[config.mk]
export PLATFORM = sky130hd
export DESIGN_NAME = gesture_queue_sequencer
export DESIGN_NICKNAME = d
export VERILOG_FILES = /design/src/rtl/gesture_queue_sequencer.sv
export SDC_FILE = /design/constraint.sdc
export NUM_CORES = 1
export LEC_CHECK = 0
export BUFFER_PORTS_ARGS = -buffer_cell sky130_fd_sc_hd__buf_2
export CORE_ASPECT_RATIO = 1.75
export CORE_MARGIN = 8
export CORE_UTILIZATION = 40
export DETAILED_ROUTE_END_ITERATION = 10
export SETUP_SLACK_MARGIN = 0.15
export SYNTH_ARGS = -nofsm -noshare
export SYNTH_HDL_FRONTEND = slang
export SYNTH_SLANG_ARGS = --single-unit
[constraint.sdc]
create_clock -name CLOCK_50 -period 3.8 [get_ports CLOCK_50]
set_clock_uncertainty 0.15 [all_clocks]
set_input_delay 0.19 -clock CLOCK_50 [delete_from_list [all_inputs] [get_ports CLOCK_50]]
set_output_delay 0.19 -clock CLOCK_50 [all_outputs]
set_load 0.02 [all_outputs]
[src/rtl/gesture_queue_sequencer.sv]
// ---------------------------------------------------------------------------
// gesture_queue_sequencer
//
// Queues gesture codes captured on rising edges of a debounced enqueue level
// and plays them back in order. Each gesture selects a per-servo pulse-width
// pose that is held for HOLD_CYCLES cycles. All servo PWM channels share one
// frame counter. A channel's width only changes on the last cycle of a frame,
// so every emitted pulse is a complete, unglitched frame.
//
// Optional build macro:
//   SLEW_LIMIT_EN - when defined, each frame boundary moves every active
//                   width toward its target by at most SLEW_STEP. When
//                   undefined, the width jumps straight to the target at the
//                   next frame boundary.
//
// Ports:
//   CLOCK_50        in   system clock, rising edge
//   reset           in   synchronous active-high reset; flushes the queue
//   gesture_in      in   gesture code, captured on an enqueue edge
//   enq             in   enqueue request level; one push per 0->1 transition
//   pwm             out  registered servo PWM outputs, bit i = servo i
//   busy            out  high while a gesture is loaded/held
//   current_gesture out  code of the gesture loaded/held (persists when idle)
//   queue_count     out  FIFO occupancy
//   queue_full      out  queue_count == QUEUE_DEPTH
//   overflow        out  one-cycle pulse when an enqueue edge is dropped
//   dbg_state       out  sequencer FSM state (0 idle, 1 load, 2 hold)
// ---------------------------------------------------------------------------
module gesture_queue_sequencer #(
    parameter int NUM_SERVOS  = 5,
    parameter int GESTURE_W   = 8,
    parameter int QUEUE_DEPTH = 8,
    parameter int HOLD_CYCLES = 25_000_000,
    parameter int PWM_PERIOD  = 1_000_000,
    parameter int PULSE_MIN   = 50_000,
    parameter int PULSE_MAX   = 100_000,
    parameter int SLEW_STEP   = 1_000
) (
    input  logic                           CLOCK_50,
    input  logic                           reset,
    input  logic [GESTURE_W-1:0]           gesture_in,
    input  logic                           enq,
    output logic [NUM_SERVOS-1:0]          pwm,
    output logic                           busy,
    output logic [GESTURE_W-1:0]           current_gesture,
    output logic [$clog2(QUEUE_DEPTH):0]   queue_count,
    output logic                           queue_full,
    output logic                           overflow,
    output logic [1:0]                     dbg_state
);

    localparam int PW = $clog2(PWM_PERIOD);
    localparam int HW = $clog2(HOLD_CYCLES + 1);
    localparam int AW = $clog2(QUEUE_DEPTH);
    localparam int QW = AW + 1;

    localparam logic [PW-1:0] W_MIN       = PW'(PULSE_MIN);
    localparam logic [PW-1:0] W_MAX       = PW'(PULSE_MAX);
    localparam logic [PW-1:0] W_NEUTRAL   = PW'((PULSE_MIN + PULSE_MAX) / 2);
    localparam logic [PW-1:0] PERIOD_LAST = PW'(PWM_PERIOD - 1);
    localparam logic [HW-1:0] HOLD_LAST   = HW'(HOLD_CYCLES - 1);
    localparam logic [QW-1:0] DEPTH_VAL   = QW'(QUEUE_DEPTH);

    // Reject parameter sets that would make a width reach or exceed the frame
    // or break the power-of-two pointer wrap of the queue.
    if (NUM_SERVOS < 1 || NUM_SERVOS > 16 ||
        QUEUE_DEPTH < 2 || (QUEUE_DEPTH & (QUEUE_DEPTH - 1)) != 0 ||
        HOLD_CYCLES < 1 || PWM_PERIOD < 2 ||
        PULSE_MIN < 1 || PULSE_MIN > PULSE_MAX || PULSE_MAX >= PWM_PERIOD ||
        SLEW_STEP < 1 || SLEW_STEP >= PWM_PERIOD) begin : g_bad_params
        $error("gesture_queue_sequencer: illegal parameter combination");
    end

    typedef enum logic [1:0] {
        S_IDLE = 2'd0,
        S_LOAD = 2'd1,
        S_HOLD = 2'd2
    } state_t;

    // -----------------------------------------------------------------------
    // Enqueue handshake: a push is requested on the cycle enq is 1 and was 0
    // on the previous cycle. It is accepted when the queue is not full, or
    // when the sequencer pops in that same cycle; otherwise it is dropped and
    // overflow pulses on the following cycle. There is no back-pressure.
    // -----------------------------------------------------------------------
    logic                 enq_q;
    logic                 enq_edge;
    logic                 push;
    logic                 pop;
    logic                 fifo_empty;
    logic                 fifo_full;
    logic                 overflow_q;
    logic [AW-1:0]        wr_ptr_q;
    logic [AW-1:0]        rd_ptr_q;
    logic [QW-1:0]        count_q;
    logic [QW-1:0]        count_d;
    logic [GESTURE_W-1:0] mem_q [QUEUE_DEPTH];
    logic [GESTURE_W-1:0] head;

    // Sequencer state
    state_t               state_q;
    logic                 busy_q;
    logic [GESTURE_W-1:0] gesture_q;
    logic [GESTURE_W-1:0] pending_q;
    logic [HW-1:0]        hold_cnt_q;
    logic                 hold_done;
    logic [PW-1:0]        target_q [NUM_SERVOS];

    // PWM state
    logic [PW-1:0]         cnt_q;
    logic [PW-1:0]         active_q [NUM_SERVOS];
    logic [NUM_SERVOS-1:0] pwm_q;

    assign enq_edge   = enq & ~enq_q;
    assign fifo_empty = (count_q == '0);
    assign fifo_full  = (count_q == DEPTH_VAL);
    assign head       = mem_q[rd_ptr_q];
    assign hold_done  = (state_q == S_HOLD) && (hold_cnt_q == HOLD_LAST);
    // The sequencer takes the head whenever it is idle or finishing a hold.
    assign pop        = !fifo_empty && ((state_q == S_IDLE) || hold_done);
    assign push       = enq_edge && (!fifo_full || pop);

    always_comb begin
        count_d = count_q;
        case ({push, pop})
            2'b10:   count_d = count_q + QW'(1);
            2'b01:   count_d = count_q - QW'(1);
            default: count_d = count_q;
        endcase
    end

    always_ff @(posedge CLOCK_50) begin
        if (reset) begin
            enq_q      <= 1'b0;
            overflow_q <= 1'b0;
            wr_ptr_q   <= '0;
            rd_ptr_q   <= '0;
            count_q    <= '0;
        end else begin
            enq_q      <= enq;
            overflow_q <= enq_edge && fifo_full && !pop;
            if (push) wr_ptr_q <= wr_ptr_q + AW'(1);
            if (pop)  rd_ptr_q <= rd_ptr_q + AW'(1);
            count_q    <= count_d;
        end
    end

    // Storage needs no reset: occupancy is governed by count_q alone.
    always_ff @(posedge CLOCK_50) begin
        if (push) mem_q[wr_ptr_q] <= gesture_in;
    end

    // Pose map: 1 rock (all closed), 2 paper (all open), 3 scissors
    // (servos 1 and 2 open, rest closed); anything else is neutral.
    function automatic logic [PW-1:0] pose_width(input logic [GESTURE_W-1:0] code,
                                                 input int servo);
        if (code == GESTURE_W'(1))      return W_MAX;
        else if (code == GESTURE_W'(2)) return W_MIN;
        else if (code == GESTURE_W'(3)) return (servo == 1 || servo == 2) ? W_MIN : W_MAX;
        else                            return W_NEUTRAL;
    endfunction

    // -----------------------------------------------------------------------
    // Sequencer FSM. The head is captured into pending_q on the pop cycle and
    // becomes visible (busy, current_gesture, targets) after the LOAD cycle.
    // -----------------------------------------------------------------------
    always_ff @(posedge CLOCK_50) begin
        if (reset) begin
            state_q    <= S_IDLE;
            busy_q     <= 1'b0;
            gesture_q  <= '0;
            pending_q  <= '0;
            hold_cnt_q <= '0;
            for (int i = 0; i < NUM_SERVOS; i++) target_q[i] <= W_NEUTRAL;
        end else begin
            case (state_q)
                S_IDLE: begin
                    if (pop) begin
                        pending_q <= head;
                        state_q   <= S_LOAD;
                    end
                end
                S_LOAD: begin
                    gesture_q  <= pending_q;
                    busy_q     <= 1'b1;
                    hold_cnt_q <= '0;
                    for (int i = 0; i < NUM_SERVOS; i++) target_q[i] <= pose_width(pending_q, i);
                    state_q    <= S_HOLD;
                end
                S_HOLD: begin
                    if (hold_done) begin
                        if (pop) begin
                            pending_q <= head;
                            state_q   <= S_LOAD;
                        end else begin
                            busy_q  <= 1'b0;
                            state_q <= S_IDLE;
                        end
                    end else begin
                        hold_cnt_q <= hold_cnt_q + HW'(1);
                    end
                end
                default: state_q <= S_IDLE;
            endcase
        end
    end

`ifdef SLEW_LIMIT_EN
    localparam logic [PW-1:0] W_STEP = PW'(SLEW_STEP);

    // Move cur toward tgt by at most W_STEP, landing exactly on tgt when close.
    function automatic logic [PW-1:0] slew_toward(input logic [PW-1:0] cur,
                                                  input logic [PW-1:0] tgt);
        if (tgt > cur)      return ((tgt - cur) <= W_STEP) ? tgt : cur + W_STEP;
        else if (cur > tgt) return ((cur - tgt) <= W_STEP) ? tgt : cur - W_STEP;
        else                return cur;
    endfunction
`endif

    // -----------------------------------------------------------------------
    // Shared frame counter and per-servo comparators. Widths only update on
    // the last count of a frame, so the comparison never sees a mid-frame
    // width change.
    // -----------------------------------------------------------------------
    always_ff @(posedge CLOCK_50) begin
        if (reset) begin
            cnt_q <= '0;
            pwm_q <= '0;
            for (int i = 0; i < NUM_SERVOS; i++) active_q[i] <= W_NEUTRAL;
        end else begin
            cnt_q <= (cnt_q == PERIOD_LAST) ? '0 : cnt_q + PW'(1);
            for (int i = 0; i < NUM_SERVOS; i++) begin
                pwm_q[i] <= (cnt_q < active_q[i]);
                if (cnt_q == PERIOD_LAST) begin
`ifdef SLEW_LIMIT_EN
                    active_q[i] <= slew_toward(active_q[i], target_q[i]);
`else
                    active_q[i] <= target_q[i];
`endif
                end
            end
        end
    end

    assign pwm             = pwm_q;
    assign busy            = busy_q;
    assign current_gesture = gesture_q;
    assign queue_count     = count_q;
    assign queue_full      = fifo_full;
    assign overflow        = overflow_q;
    assign dbg_state       = state_q;

endmodule

==> reports/qor.txt, run 1 <==
Final hold vios: 0
Commonest non-fill, non-tap cell in the layout: dfxtp_1
Initial antenna violation count: 0
NetSw: 1.362 mW
Die Height: 194.6 um
CTS sink cnt: 161
Synth Instances: 639
Status: finished clean
FP Rows: 65
Peak supply drop: 0.3284 mV
Gates resized, CTS repair: 0
Multi-input combinational cell area: 3013 um^2
Gr ovfl total: 0
Die W: 118.0 um
Top Ports: 33
Worst path cell trace: nor4b_2 -> and4_1 -> a21o_2 -> nand2_1 -> ha_1 -> xor2_1 -> ha_1 -> a21oi_1 -> xor2_1 -> or3_1 -> a21oi_1
Most frequent cells in the layout: dfxtp_1, edfxtp_1, nand2_1, a21oi_1, nor2_1
Routed vias/inst: 5.381
Vias in the first global route: 5230
Slowest stage delay, CP: 0.42 ns
Vias: 5010
Async set-reset flop share out of synthesis: 0%
Final net count: 721
Routed Antenna Nets: 0
Hold Path Origin: current_gesture[5]$_SDFFE_PP0P_
Flop pwr share: 45.2%
Worst min path class: reg -> reg
CP required: 4.01 ns
Global-route wire length before repair: 25.57 mm
P_leak: 2.982 nW
DRT Wirelength: 15.48 mm
Syn Area/Cell: 11.40 um^2
Core area: 17970 um^2
GPL Wtd Cong: 0.8024
Yosys cell types: 55
IO buf count: 32
# diodes: 0
Ys Warns: 0
P per Cell Area: 549.4 nW/um^2
Post-synth EDFFs: 80
Final period utilization: 82.81%
Share of layout cells above drive strength 1: 15.93%
Min Clock Period, post-route: 3.147 ns
Crit path from: hold_cnt_q[15]$_SDFFE_PP0P_
Yosys reg bits: 161
Crit path kind: reg -> reg
Worst r2r src: hold_cnt_q[15]$_SDFFE_PP0P_
Clock-pin slew on the worst setup and hold paths: 0.07 ns
Syn nets: 676
# Max-Cap Violations: 0
Synthesis-to-layout area growth: 14.77%
Worst-Skew Late Latency: 0.43 ns
Number of H-tree levels: 4
Crit path capture type: flip-flop
Post-DP HPWL: 11.27 mm
Fmax: 317.8 MHz
Seq. cell area: 4024 um^2
Worst slew margin: 27.52%
Unrepaired setup endpoints after global routing: no
Post-CTS Repair Setup Buffers: 0
Wire per inst: 16.63 um
Total global-route track usage: 13.92%
Clk buf depth: 2
Worst Max-Slew Pin Slew: 1.081 ns
Clock power share: 36.7%
Top cell family by delay on the critical path: simple AND/OR/NAND/NOR gates
Comb power frac: 18.1%
Hold WS: 0.3146 ns
Crit path launch type: flip-flop
Fin. max-slew vios: 0
Pint: 3.233 mW
Root buffer cell: clkbuf_16
# DRC: 0
Initial DRC count: 208
Final setup fails: 0
Die ar.: 22960 um^2
Main flop type after synthesis: dfxtp_1
Setup tns final: 0 ns
Critical path fanouts, max: 6
Sequential area share after synthesis: 55.22%
Pin count of the biggest net entering global routing: 43
CTS tree: built
TritonCTS Buffers: 17
WP data arrival: 3.35 ns
Switching share of total power: 29.64%
1st-pass router iterations: 4
CP max-delay cell: nor4b_2
Initial Util: 40.54%
Critical path buffer and inverter count: 0
FILL cells: 1622
Syn Std Cell Area: 7287 um^2
worst min-delay path, cell delays in order (launching register included):
cell	delay (ns)
dfxtp_1	0.31
nand2_1	0.05
a21oi_1	0.06
metrics by stage:
step                utilization, %  area [um^2]  setup WS [ns]  instances  power, mW
finish                       46.53         8363         0.6531        931      4.595
global route                 46.53         8363         0.4787        931      4.795
CTS                          46.53         8363         0.6611        931      4.650
detailed placement           42.74         7681         0.6901        889      2.955
global placement             42.74         7681         0.8237        889      2.928
floorplan                        -         7287         0.6577        639      2.702
registers in the layout, indices dropped and copies added (netlist names), 3 cells and up, named ones only:
| register | count |
|---|---|
| pending_q | 8 |
| wr_ptr_q | 3 |
| active_q | 8 |
| current_gesture | 8 |
| rd_ptr_q | 3 |
| mem_q | 64 |
| cnt_q | 20 |
| target_q | 8 |
| hold_cnt_q | 25 |
| queue_count | 4 |
final cells by class:
class | instances | share of cell area (%)
Timing Repair Buffer | 57 | 4.458
Multi-Input combinational cell | 426 | 36.03
Clock inverter | 13 | 1.661
Inverter | 21 | 0.9425
Clock buffer | 19 | 5.296
Sequential cell | 161 | 48.11
Tap cell | 234 | 3.501
cell usage after synthesis, types with 5 or more instances:
library cell / number / area (um^2)
buf_6: 5 / 56.30
and3_1: 9 / 56.30
xor2_1: 7 / 61.31
a211oi_1: 11 / 82.58
a21oi_1: 45 / 225.2
inv_1: 21 / 78.83
nor4_1: 11 / 68.82
nand3_1: 22 / 110.1
nand2b_1: 8 / 50.05
o21ai_0: 24 / 120.1
ha_1: 26 / 325.3
nand3b_1: 6 / 45.04
buf_2: 7 / 35.03
mux2i_1: 13 / 130.1
or2_2: 6 / 37.54
mux4_2: 16 / 360.4
nor2b_1: 9 / 56.30
edfxtp_1: 80 / 2402
a21o_1: 8 / 60.06
or4_1: 8 / 60.06
dfxtp_1: 81 / 1622
and2_1: 7 / 43.79
nand4_1: 12 / 75.07
or3_1: 15 / 93.84
nor3_1: 11 / 55.05
clkbuf_1: 13 / 48.80
xnor2_1: 17 / 148.9
nor3b_1: 6 / 45.04
nor2_1: 45 / 168.9
nand2_1: 49 / 183.9
routing by layer:
layer	up-vias	global-route usage [%]	share of wire [%]
met5	-	0	0
met4	0	7.013	2.6
met3	29	2.525	2.2
met2	80	27.20	57
met1	2440	13.47	39
li1	2461	-	-
power by group through the flow:
stage          clock network [mW]  registers, mW  logic (mW)
3_5_place_dp                    0           2.12       0.840
6_report                     1.69           2.08       0.831
5_1_grt                      1.78           2.10       0.918
3_3_place_gp                    0           2.11       0.820
4_1_cts                      1.72           2.08       0.849
2_1_floorplan                   0           2.09       0.617
timing repair:
action,in CTS,in global routing
endpoints found under the setup margin,0,0
hold buffers,10,0
endpoints found under the hold margin,72,0
cells by family (layout without fill, tap and decap cells):
kind of cell	count (synthesis)	count (layout)	share of synthesized area (%)
xor gates and xnor gates	24	24	2.885
AOI/OAI and AO/OA	109	109	9.358
muxes	31	31	7.040
adders and majority gates	26	26	4.464
and+or+nand+nor	236	236	17.43
DFF	161	161	55.22
buffers and inverters	52	110	3.606
worst paths after layout:
kind | depth (start not counted) | to | slack (ns)
worst max-delay path | 11 | queue_count[2]$_SDFFE_PP0P_ | 0.65
worst min register to register | 2 | current_gesture[5]$_SDFFE_PP0P_ | 0.31
worst min-delay path | 2 | current_gesture[5]$_SDFFE_PP0P_ | 0.31
worst max register to register | 11 | queue_count[2]$_SDFFE_PP0P_ | 0.65
(Power assumes the default switching activity.)
==> run 2: changes to the inputs <==
==> constraint.sdc (replaced) <==
create_clock -name CLOCK_50 -period 2.69 [get_ports CLOCK_50]
set_clock_uncertainty 0.15 [all_clocks]
set_input_delay 0.1345 -clock CLOCK_50 [delete_from_list [all_inputs] [get_ports CLOCK_50]]
set_output_delay 0.1345 -clock CLOCK_50 [all_outputs]
set_load 0.02 [all_outputs]
==> run 2 against run 1 <==
Combinational power is 73% higher. Critical path depth unchanged. Setup slack got worse by 0.59 ns. Clock power up 41%. First-iteration DRC count fell by 17%. Non-clock buffer count grew 39. Critical path type unchanged.
==> reports/qor.txt, run 2 (synthesized netlist as in run 1, its figures left out) <==
Worst Setup EP: queue_count[2]$_SDFFE_PP0P_
Gr ovfl total: 0 (unchanged)
Worst-Skew Late Latency: 0.42 ns (about the same)
Comb power frac: 21.6% (+3.5 points)
Largest regs: mem_q: 64 flops, hold_cnt_q: 25 flops, cnt_q: 20 flops
CTS tree: built
P_leak: 3.206 nW (+7.5%)
# Max-Cap Violations: 0 (unchanged)
Min Clock Period, post-route: 2.632 ns (-0.5151 ns)
Crit path launch type: flip-flop
Commonest non-fill, non-tap cell in the layout: edfxtp_1
Clock-pin slew on the worst setup and hold paths: 0.07 ns (about the same)
Vias: 5140 (+2.6%)
Die W: 118.0 um (unchanged)
Hold WS: 0.05884 ns (-0.2558 ns)
NetSw: 1.945 mW (+43%)
Routed vias/inst: 5.299 (-1.5%)
Worst slew margin: 55.75% (+28 points)
1st-pass router iterations: 4 (unchanged)
Setup tns final: 0 ns (unchanged)
Initial antenna violation count: 0 (unchanged)
Worst r2r src: hold_cnt_q[9]$_SDFFE_PP0P_
Number of H-tree levels: 4 (unchanged)
Clock power share: 35.8% (-0.9 points)
Die ar.: 22960 um^2 (unchanged)
Fin cells: 970 (+4.2%)
Core area: 17970 um^2 (unchanged)
R2R depth: 11 (unchanged)
Post-DP HPWL: 11.94 mm (+6.0%)
DP Cell Count: 925 (+4.0%)
Synthesis-to-layout area growth: 20.26%
Initial Util: 40.54% (unchanged)
Crit path kind: reg -> reg
Fmax: 380.0 MHz (+20%)
Initial DRC count: 172 (-17%)
Worst Max-Slew Pin Slew: 0.6613 ns (-0.4193 ns)
Top Ports: 33 (unchanged)
Clk buf depth: 2 (unchanged)
Unrepaired setup endpoints after global routing: yes
Seq. cell area: 4029 um^2 (+0.12%)
Status: finished clean
CTS sink cnt: 161 (unchanged)
Multi-input combinational cell area: 3104 um^2 (+3.0%)
DRT Wirelength: 16.34 mm (+5.6%)
Pint: 4.748 mW (+47%)
CP required: 2.88 ns (-1.13 ns)
# DRC: 0 (unchanged)
Peak supply drop: 0.5242 mV (+60%)
Root buffer cell: clkbuf_16
FP Rows: 65 (unchanged)
Share of layout cells above drive strength 1: 23.10% (+7.2 points)
Reg2reg end: queue_count[2]$_SDFFE_PP0P_
Final Core Density: 48.76% (+2.2 points)
Max reg flops: 64 (unchanged)
Hold Path Origin: reset
IO buf count: 32 (unchanged)
FILL cells: 1599 (-1.4%)
Pin count of the biggest net entering global routing: 29 (-33%)
Final period utilization: 97.84% (+15 points)
# diodes: 0 (unchanged)
Fin. max-slew vios: 0 (unchanged)
GPL Wtd Cong: 0.8684 (+8.2%)
Total global-route track usage: 14.43% (+0.51 points)
Routed Antenna Nets: 0 (unchanged)
R2R setup slack: 0.06 ns (-0.59 ns)
Critical path fanouts, max: 5 (-1)
Flop pwr share: 42.7% (-2.5 points)
Final setup fails: 0 (unchanged)
Final hold vios: 0 (unchanged)
Vias in the first global route: 5430 (+3.8%)
TritonCTS Buffers: 17 (unchanged)
Global-route wire length before repair: 26.52 mm (+3.7%)
Worst min path class: in -> reg
P per Cell Area: 763.7 nW/um^2 (+39%)
Crit path from: hold_cnt_q[9]$_SDFFE_PP0P_
Switching share of total power: 29.06% (-0.58 points)
Crit path capture type: flip-flop
Final net count: 760 (+5.4%)
Most frequent cells in the layout: edfxtp_1, dfxtp_1, buf_4, nand2_1, nor2_1
Wire per inst: 16.85 um (+1.3%)
Die Height: 194.6 um (unchanged)
WP data arrival: 2.82 ns (-0.53 ns)
Largest Register: mem_q
==> run 2: changes by cell type in the layout (fill, tap and decap cells not counted), moves of 3 or more <==
cell,before,now
a21oi_1,45,41
a21oi_2,0,3
buf_4,15,54
clkinv_4,0,3
dfxtp_1,81,77
dfxtp_2,0,4
inv_6,7,4
nor3b_1,6,2
nor3b_2,0,4
==> run 2: worst min path at each step <==
stage,end,depth (start not counted)
2_1_floorplan,mem_q[0][0]$_DFFE_PP_,0
3_3_place_gp,enq_q$_SDFF_PP0_,2
3_5_place_dp,enq_q$_SDFF_PP0_,2
4_1_cts,enq_q$_SDFF_PP0_,2
5_1_grt,dbg_state[1]$_SDFFE_PP0P_,2
6_report,dbg_state[1]$_SDFFE_PP0P_,2
==> run 2: final cells by class <==
cell class                 count  share of cell area [%]
sequential                   161                   45.97
timing repair buffer          96                   7.710
clock inverter                14                   1.756
inverter                      21                  0.8995
multi-input combinational    426                   35.42
clock buffer                  18                   4.897
tap                          234                   3.341
==> run 2: power groups by stage <==
stage	combinational, mW	clock, mW	sequential [mW]
floorplan	0.900	0	2.95
global placement	1.38	0	2.90
detailed placement	1.41	0	2.91
CTS	1.43	2.45	2.86
global route	1.59	2.53	2.88
finish	1.44	2.39	2.86
==> run 2: worst max-delay path, stage by stage, from the launching register on <==
cell,delay (ns)
dfxtp_1,0.34
and4bb_1,0.33
and4_4,0.28
a21oi_4,0.07
nor3_2,0.15
ha_2,0.22
xor2_1,0.15
ha_1,0.18
a21oi_2,0.04
xor2_1,0.15
or3_1,0.34
a21oi_2,0.16
==> run 2: what timing repair did <==
item / CTS / global route
endpoints found under the hold margin: 66 / 0
gates resized for setup: 5 / 13
hold buffers: 9 / 0
setup endpoints to repair: 2 / 2
setup buffers: 0 / 4
pin swaps: 1 / 2
==> run 2: routing by layer <==
| layer | vias up | share of wire [%] | track usage (%) |
|---|---|---|---|
| met3 | 35 | 2.3 | 2.844 |
| met2 | 67 | 57 | 28.65 |
| met1 | 2503 | 37 | 13.30 |
| li1 | 2535 | - | - |
| met4 | 0 | 3.2 | 7.634 |
| met5 | - | 0 | 0 |
==> run 2: stage by stage <==
stage,instance area [um^2],worst slack (ns),power [mW]
after floorplan,7350,-0.1596,3.849
after global placement,8010,0.06630,4.282
after detailed placement,8010,-0.03982,4.317
after CTS,8695,0.02679,6.739
after global routing,8763,-0.06728,6.996
final,8763,0.05819,6.692
==> run 3: changes to the inputs <==
==> constraint.sdc (replaced) <==
create_clock -name CLOCK_50 -period 3.13 [get_ports CLOCK_50]
set_clock_uncertainty 0.15 [all_clocks]
set_input_delay 0.1565 -clock CLOCK_50 [delete_from_list [all_inputs] [get_ports CLOCK_50]]
set_output_delay 0.1565 -clock CLOCK_50 [all_outputs]
set_load 0.02 [all_outputs]
==> run 3 against run 2 <==
Register-to-register slack improved by 0.25 ns. Cell count down 2.9%. Largest cell class unchanged. Global-route usage about the same.
==> reports/qor.txt, run 3 (synthesized netlist as in run 1, its figures left out) <==
Status: finished clean
Die ar.: 22960 um^2 (unchanged)
Initial DRC count: 214 (+24%)
Worst path cell trace: ha_1 -> and3_2 -> and4_4 -> a21oi_2 -> nor3_2 -> ha_2 -> xor2_1 -> ha_1 -> a21oi_1 -> xor2_1 -> or3_1 -> a21oi_1
Hold path depth: 2 (unchanged)
Worst Max-Slew Pin Slew: 0.7945 ns (+0.1331 ns)
Global-route wire length before repair: 26.47 mm (-0.21%)
Fin. max-slew vios: 0 (unchanged)
Vias: 5020 (-2.3%)
R2R depth: 12 (+1)
Largest regs: mem_q: 64 flops, hold_cnt_q: 25 flops, cnt_q: 20 flops
1st-pass router iterations: 5 (+1)
Hold Path Origin: current_gesture[5]$_SDFFE_PP0P_
Share of layout cells above drive strength 1: 17.80% (-5.3 points)
Setup tns final: 0 ns (unchanged)
Commonest non-fill, non-tap cell in the layout: dfxtp_1
Gr ovfl total: 0 (unchanged)
# DRC: 0 (unchanged)
Max reg flops: 64 (unchanged)
# diodes: 0 (unchanged)
Die W: 118.0 um (unchanged)
Worst slew margin: 46.96% (-8.8 points)
Clk buf depth: 2 (unchanged)
Top cell family by delay on the critical path: simple AND/OR/NAND/NOR gates
CP required: 3.33 ns (+0.45 ns)
WP data arrival: 3.03 ns (+0.21 ns)
Most frequent cells in the layout: dfxtp_1, edfxtp_1, nand2_1, nor2_1, a21oi_1
Crit path launch type: flip-flop
Worst-Skew Late Latency: 0.42 ns (about the same)
FILL cells: 1609 (+0.63%)
IO buf count: 32 (unchanged)
Worst r2r src: hold_cnt_q[0]$_SDFFE_PP0P_
Wire per inst: 16.96 um (+0.63%)
Root buffer cell: clkbuf_16
Crit path kind: reg -> reg
Unrepaired setup endpoints after global routing: no
Final hold vios: 0 (unchanged)
Core area: 17970 um^2 (unchanged)
Initial Util: 40.54% (unchanged)
Final setup fails: 0 (unchanged)
P per Cell Area: 674.3 nW/um^2 (-12%)
TritonCTS Buffers: 17 (unchanged)
Final WS setup: 0.3042 ns (+0.2460 ns)
Initial antenna violation count: 0 (unchanged)
Final Core Density: 47.26% (-1.5 points)
Critical path buffer and inverter count: 0 (unchanged)
Number of H-tree levels: 4 (unchanged)
Reg2reg end: queue_count[2]$_SDFFE_PP0P_
Vias in the first global route: 5260 (-3.1%)
Min Clock Period, post-route: 2.826 ns (+0.1940 ns)
Fmax: 353.9 MHz (-6.9%)
Clock-pin slew on the worst setup and hold paths: 0.07 ns (about the same)
GPL Wtd Cong: 0.8005 (-7.8%)
Peak supply drop: 0.4522 mV (-14%)
Critical path fanouts, max: 6 (+1)
DP Cell Count: 899 (-2.8%)
Crit path capture type: flip-flop
Final net count: 732 (-3.7%)
CTS tree: built
Synthesis-to-layout area growth: 16.57%
Hold Path End: current_gesture[5]$_SDFFE_PP0P_
Post-DP HPWL: 11.42 mm (-4.3%)
FP Rows: 65 (unchanged)
DRT Wirelength: 15.97 mm (-2.3%)
Die Height: 194.6 um (unchanged)
Pin count of the biggest net entering global routing: 42 (+45%)
Placement Setup Slack: 0.1113 ns (+0.1512 ns)
Worst min path class: reg -> reg
Top Ports: 33 (unchanged)
CP max-delay cell: dfxtp_1
CTS sink cnt: 161 (unchanged)
Largest Register: mem_q
P_leak: 3.042 nW (-5.1%)
PnR Total Power: 5.728 mW (-14%)
R2R setup slack: 0.30 ns (+0.25 ns)
Fin cells: 942 (-2.9%)
Routed Antenna Nets: 0 (unchanged)
# Max-Cap Violations: 0 (unchanged)
Total global-route track usage: 14.43% (about the same)
Final period utilization: 90.28% (-7.6 points)
Slowest stage delay, CP: 0.37 ns (+0.03 ns)
Routed vias/inst: 5.329 (+0.57%)
## run 3: changes by cell type in the layout (fill, tap and decap cells not counted), sizes merged
cell,change
buf,-29
clkinv,-4
dlygate4sd3,+1
inv,+4
## run 3: worst min-delay path, delay by kind of cell, from the launching register on
kind	cells	cell delay [ns]
and+or+nand+nor	1	0.05
DFF	1	0.31
AOI/OAI and AO/OA	1	0.05
## run 3: what timing repair did
action / 4_1_cts / 5_1_grt
endpoints found under the hold margin: 74 / 0
setup buffers: 1 / 0
hold buffers: 10 / 0
endpoints found under the setup margin: 1 / 1
resized for setup: 3 / 3
pin swaps: 1 / 0
## run 3: report_power, final
| group | internal [mW] | leakage, nW | switching (mW) | total [mW] |
|---|---|---|---|---|
| Clock | 1.21 | 0.292 | 0.915 | 2.12 |
| Combinational | 0.476 | 1.38 | 0.595 | 1.07 |
| Sequential | 2.36 | 1.37 | 0.176 | 2.53 |
## run 3: layer usage
layer / vias up / share of wire, % / track usage (%)
met5: - / 0 / 0
met4: 0 / 2.4 / 6.489
met3: 24 / 2.4 / 3.018
met2: 72 / 57 / 28.29
met1: 2446 / 38 / 13.94
li1: 2478 / - / -
## run 3: worst max-delay path by stage
stage                                            from                          end  slack (ns)  cells after the start
final                      hold_cnt_q[0]$_SDFFE_PP0P_  queue_count[2]$_SDFFE_PP0P_        0.30                     12
after global routing       hold_cnt_q[0]$_SDFFE_PP0P_  queue_count[2]$_SDFFE_PP0P_        0.16                     12
after CTS                  hold_cnt_q[0]$_SDFFE_PP0P_  queue_count[2]$_SDFFE_PP0P_        0.19                     12
after detailed placement  hold_cnt_q[17]$_SDFFE_PP0P_  queue_count[2]$_SDFFE_PP0P_        0.11                     11
after global placement    hold_cnt_q[17]$_SDFFE_PP0P_  queue_count[2]$_SDFFE_PP0P_        0.20                     11
after floorplan            hold_cnt_q[0]$_SDFFE_PP0P_  queue_count[2]$_SDFFE_PP0P_        0.16                     14
## run 3: layout make-up
type / instances / area [um^2] / share of cell area, %
Sequential cell: 161 / 4024 / 47.37
Multi-Input combinational cell: 426 / 3045 / 35.85
Timing Repair Buffer: 68 / 455.4 / 5.362
Clock buffer: 18 / 429.2 / 5.052
Tap cell: 234 / 292.8 / 3.447
Clock inverter: 14 / 168.9 / 1.989
Inverter: 21 / 78.83 / 0.9280
## run 3: through the flow
step	area [um^2]	hold WS [ns]
2_1_floorplan	7300	0.1054
4_1_cts	8487	0.3173
5_1_grt	8494	0.3339
6_report	8494	0.3099
3_5_place_dp	7769	0.2388
3_3_place_gp	7769	0.2354
